File: src/rtl/id_hazard_scoreboard.sv
// Register scoreboard and issue gate beside decode: tracks in-flight GPR/FPR writes.
// Latency: issue_ok/stall are combinational; pending/inflight/error update on the next edge.
// Backpressure: stall holds decode on RAW, WAW or a full writer count; nothing is queued.
module id_hazard_scoreboard #(
    parameter int MAX_INFLIGHT = 4
) (
    input  logic        clk,
    input  logic        reset,
    input  logic        issue_valid,
    input  logic [4:0]  rs,
    input  logic [4:0]  rt,
    input  logic        rs_used,
    input  logic        rt_used,
    input  logic        src_fp,
    input  logic        dst_wr,
    input  logic        dst_fp,
    input  logic [4:0]  dst,
    input  logic        wb_valid,
    input  logic        wb_fp,
    input  logic [4:0]  wb_reg,
    output logic        issue_ok,
    output logic        stall,
    output logic [3:0]  inflight,
    output logic [31:0] gpr_pending,
    output logic [31:0] fpr_pending,
    output logic        error
);

    localparam logic [3:0] MAX_CNT = 4'(MAX_INFLIGHT);

    logic [31:0] gpr_pending_q, gpr_pending_d;
    logic [31:0] fpr_pending_q, fpr_pending_d;
    logic [3:0]  inflight_q, inflight_d;
    logic        error_q, error_d;

    logic [31:0] src_pend;
    logic [31:0] dst_pend;
    logic [31:0] wb_pend;
    logic        raw_hit;
    logic        waw_hit;
    logic        counts;
    logic        full_hit;
    logic        issue_ok_c;
    logic        accept;
    logic        retire_req;
    logic        retire_good;
    logic        retire_bad;

    // Hazard detection against registered pending bits; no same-cycle writeback bypass.
    always_comb begin
        src_pend    = src_fp ? fpr_pending_q : gpr_pending_q;
        dst_pend    = dst_fp ? fpr_pending_q : gpr_pending_q;
        wb_pend     = wb_fp  ? fpr_pending_q : gpr_pending_q;

        raw_hit     = (rs_used & src_pend[rs]) | (rt_used & src_pend[rt]);
        waw_hit     = dst_wr & dst_pend[dst];
        // GPR 0 writes are discarded by the register file, so they hold no slot.
        counts      = dst_wr & (dst_fp | (dst != 5'd0));
        full_hit    = counts & (inflight_q == MAX_CNT);

        issue_ok_c  = issue_valid & ~raw_hit & ~waw_hit & ~full_hit;
        accept      = issue_ok_c & counts;

        retire_req  = wb_valid & (wb_fp | (wb_reg != 5'd0));
        retire_bad  = retire_req & (~wb_pend[wb_reg] | (inflight_q == 4'd0));
        retire_good = retire_req & ~retire_bad;
    end

    // Next-state: clear on good retire, set on accept, net counter change, sticky error.
    always_comb begin
        gpr_pending_d = gpr_pending_q;
        fpr_pending_d = fpr_pending_q;
        inflight_d    = inflight_q;
        error_d       = error_q;

        if (retire_good) begin
            if (wb_fp) begin
                fpr_pending_d[wb_reg] = 1'b0;
            end else begin
                gpr_pending_d[wb_reg] = 1'b0;
            end
        end

        // Same-register accept+retire cannot both be good (WAW), so order is harmless.
        if (accept) begin
            if (dst_fp) begin
                fpr_pending_d[dst] = 1'b1;
            end else begin
                gpr_pending_d[dst] = 1'b1;
            end
        end

        case ({accept, retire_good})
            2'b10:   inflight_d = inflight_q + 4'd1;
            2'b01:   inflight_d = inflight_q - 4'd1;
            default: inflight_d = inflight_q;
        endcase

        if (retire_bad) begin
            error_d = 1'b1;
        end
    end

    // State registers; asynchronous reset drops every in-flight record.
    always_ff @(posedge clk or posedge reset) begin
        if (reset) begin
            gpr_pending_q <= '0;
            fpr_pending_q <= '0;
            inflight_q    <= '0;
            error_q       <= 1'b0;
        end else begin
            gpr_pending_q <= gpr_pending_d;
            fpr_pending_q <= fpr_pending_d;
            inflight_q    <= inflight_d;
            error_q       <= error_d;
        end
    end

    assign issue_ok    = issue_ok_c;
    assign stall       = issue_valid & ~issue_ok_c;
    assign inflight    = inflight_q;
    assign gpr_pending = gpr_pending_q;
    assign fpr_pending = fpr_pending_q;
    assign error       = error_q;

endmodule

File: config.mk
export PLATFORM = sky130hd
export DESIGN_NAME = id_hazard_scoreboard
export DESIGN_NICKNAME = d
export VERILOG_FILES = /design/src/rtl/id_hazard_scoreboard.sv
export SDC_FILE = /design/constraint.sdc
export NUM_CORES = 1
export LEC_CHECK = 0
export ABC_CLOCK_PERIOD_IN_PS = 7450
export BUFFER_PORTS_ARGS = -buffer_cell sky130_fd_sc_hd__buf_2
export CORE_AREA = 10 10 112 114
export CTS_CLUSTER_DIAMETER = 30
export DETAILED_ROUTE_END_ITERATION = 8
export DIE_AREA = 0 0 122 124
export PLACE_DENSITY = 0.79
export SYNTH_ARGS = -nofsm -noshare
export SYNTH_HDL_FRONTEND = slang
export SYNTH_SLANG_ARGS = --single-unit
File: constraint.sdc
create_clock -name clk -period 7.45 [get_ports clk]
set_input_delay 1.49 -clock clk [delete_from_list [all_inputs] [get_ports clk]]
set_output_delay 1.49 -clock clk [all_outputs]
set_load 0.01 [all_outputs]
==> qor.csv <==
stage,metric,value,unit
sta,setup_tns,0,ns
drt,vias,5816,
synth,netlist_instances,532,
synth,yosys-top-cells-area,"dfrtp_1, mux4_2, o41ai_1",
sta,fmax,164,MHz
drt,drt_iter0_drc,1115,
die,fp.coreArea,10200,um^2
synth,yosys.area.top_type,dfrtp_1,
power_and_ir_drop,p_leak,2.60,nW
synth,yosysWarnings,0,
critical_path,worstPathArrival,4.59,ns
clocking,clock_sinks,69,
global_routing,grt_use_total,0.280,
critical_path,r2r_start,fpr_pending[15]$_DFF_PP0_,
critical_path,reg2reg_depth,14,
synth,synth_top_area_frac,0.302,
power_and_ir_drop,power-per-cell-area,216,nW/um^2
layout,area_growth,10.9,%
sta,worst_pin_slew,1.26,ns
synth,yosysSeqAreaShare,0.302,
run,maxCapViolations,0,
clocking,cts.htree.levels,3,
drt,dr.pass1.iters,6,
layout,antenna_cells,0,
sta,final_max_slew_viol_count,0,
clocking,worstSkewPairLatency,0.35,ns
drt,ant_nets,0,
die,initial_core_util,0.560,
drt,via_per_inst,8.08,
critical_path,cp-start-kind,primary input,
drt,routed_wl,21600,um
layout,stdcell_area,6350,um^2
synth,syn_avg_cell_area,10.8,um^2
sta,rsz0062_at_grt,no,
critical_path,cp-end-kind,primary output,
synth,synth.most_common_cell,o41ai_1,
placement,dpl.hpwl,14800,um
clocking,clkTransAtPathRegs,0.07,ns
global_routing,grt_pass1_vias,5730,
die,die_y,124,um
sta,setup_violations,0,
sta,period_minus_slack,6.08,ns
clocking,hold_buffers,0,
hold_path,hp-start,error$_DFFE_PP0P_,
synth,synthAdderAreaFrac,0.00655,
synth,yosys-mux-area-fraction,0.263,
critical_path,r2r-end,inflight[2]$_DFFE_PP0P_,
synth,netlist_area,5730,um^2
clocking,post_cts_buffers,0,
sta,hold_violations,0,
critical_path,worstPathRequired,5.96,ns
die,rows,37,
synth,synth_compound_area_frac,0.251,
synth,synth_seq_cells,69,
placement,placement.io_buffers,100,
synth,synth_xor_xnor_area_share,0.00765,
synth,synthDistinctLibCells,54,
synth,syn_nets,565,
power_and_ir_drop,ir_drop,0.225,mV
global_routing,grt-ovfl-total,0,
global_routing,grt_pass1_wl,33000,um
layout,fin_nets,613,
layout,fin_util,0.621,
sta,slew_headroom,0.155,
synth,synth_simple_gate_area_frac,0.112,
clocking,cts_tree,yes,
die,num_io_pins,101,
layout,layout-drive-gt1-share,0.313,
critical_path,r2r_slack,3.13,ns
drt,route.detailed.drc,0,
synth,ys_async_sr_fraction,1.00,
sta,post-route-period-util,0.816,
placement,gp_congestion,0.986,
outcome,outcome,"complete, no violations",
critical_path,cp_max_fo,31,
synth,synth_edf_count,0,
global_routing,grt_max_degree,70,
clocking,cts_root_buf,clkbuf_8,
clocking,cts_buffer_depth,2,
placement,placed_cell_area,6160,um^2
sta,fin_worst_skew,0.00619,ns
synth,synth_common_cells,"o41ai_1, dfrtp_1, mux4_2, clkbuf_1, mux2i_1",
hold_path,hold-path-endpoint,error$_DFFE_PP0P_,
hold_path,hold_path_class,register to register,
critical_path,crit_type,primary input to primary output,
global_routing,antenna_found_initial,1,
hold_path,hold_depth,1,
die,die_w,122,um
clocking,cts_buffers,9,
clocking,cts_resized,0,
synth,ys.flop_type,dfrtp_1,
synth,synth_top_family_by_area,multiplexers,
drt,post_drt_wl_per_cell,30.0,um
die,fp.dieArea,15100,um^2
-- cell usage in the layout, fill, tap and decap left out, types with 4 or more instances in the layout --
cell type  synthesis  layout
a21oi_1            8       8
a22oi_1            7       7
buf_2              6     100
buf_4              1       6
clkbuf_8           0      10
dfrtp_1           69      69
inv_1              6       5
mux2_2             6       6
mux2i_1           36      36
mux4_2            48      48
nand2_1           22      22
nand2b_1           7       7
nand3_1           20      20
nand3b_1          10      10
nor2_1            17      17
nor2b_1           12      12
nor3_1             4       4
o21ai_0            5       5
o31ai_1            8       8
o41ai_1          119     119
xor2_1             4       4
-- report_power, final --
group | total (W) | internal, W | switching, W
Sequential | 0.000570 | 0.000431 | 0.000139
Clock | 0.000306 | 0.000161 | 0.000144
Combinational | 0.000495 | 0.000213 | 0.000282
Total | 0.00137 | 0.000806 | 0.000565
-- stage by stage --
| step | total power [W] | instances | setup slack [ns] | hold slack (ns) |
|---|---|---|---|---|
| finish | 0.00137 | 720 | 1.37 | 0.492 |
| floorplan | 0.000865 | 532 | 2.21 | 0.513 |
| global route | 0.00143 | 720 | 1.14 | 0.524 |
| CTS | 0.00135 | 720 | 1.40 | 0.485 |
| detailed placement | 0.00105 | 705 | 1.42 | 0.461 |
| global placement | 0.00103 | 705 | 1.48 | 0.460 |
-- routing by layer --
| metal | track usage | wire, um |
|---|---|---|
| met5 | 0 | 0 |
| met4 | 0.117 | 840 |
| met3 | 0.109 | 3570 |
| met2 | 0.421 | 9540 |
| met1 | 0.353 | 7630 |
-- sequential cells by signal, summed over array words and instances, names as in the netlist --
signal and cells:
fpr_pending 32, gpr_pending 32, inflight 4, error 1
-- area by class of cell --
| class | instances | area [um^2] |
|---|---|---|
| Fill cell | 852 | 3880 |
| Multi-Input combinational cell | 387 | 3690 |
| Sequential cell | 69 | 1730 |
| Timing Repair Buffer | 106 | 546 |
| Tap cell | 136 | 170 |
| Clock buffer | 11 | 141 |
| Clock inverter | 4 | 48.8 |
| Inverter | 7 | 26.3 |
-- logic make-up after synthesis --
group,after synthesis
compound gates,173
xor+xnor,5
fa+ha+maj,3
buf+inv,76
flops,69
mux,90
simple gates,116
-- worst max-delay path by stage --
stage,from,end,slack (ns),depth (start not counted)
2_1_floorplan,rs[1],stall,2.21,11
3_3_place_gp,src_fp,stall,1.48,9
3_5_place_dp,src_fp,stall,1.42,9
4_1_cts,src_fp,stall,1.40,9
5_1_grt,src_fp,stall,1.14,9
6_report,src_fp,stall,1.37,9
-- critical path: stages --
cell and delay (ns):
buf_2 0.56, mux4_2 0.58, mux4_2 0.47, o21ai_1 0.14, nor2_1 0.08, a211oi_2 0.33, o2111ai_4 0.46, and2_1 0.33
buf_2 0.14
Note: power is estimated with default switching activity, not from simulation.
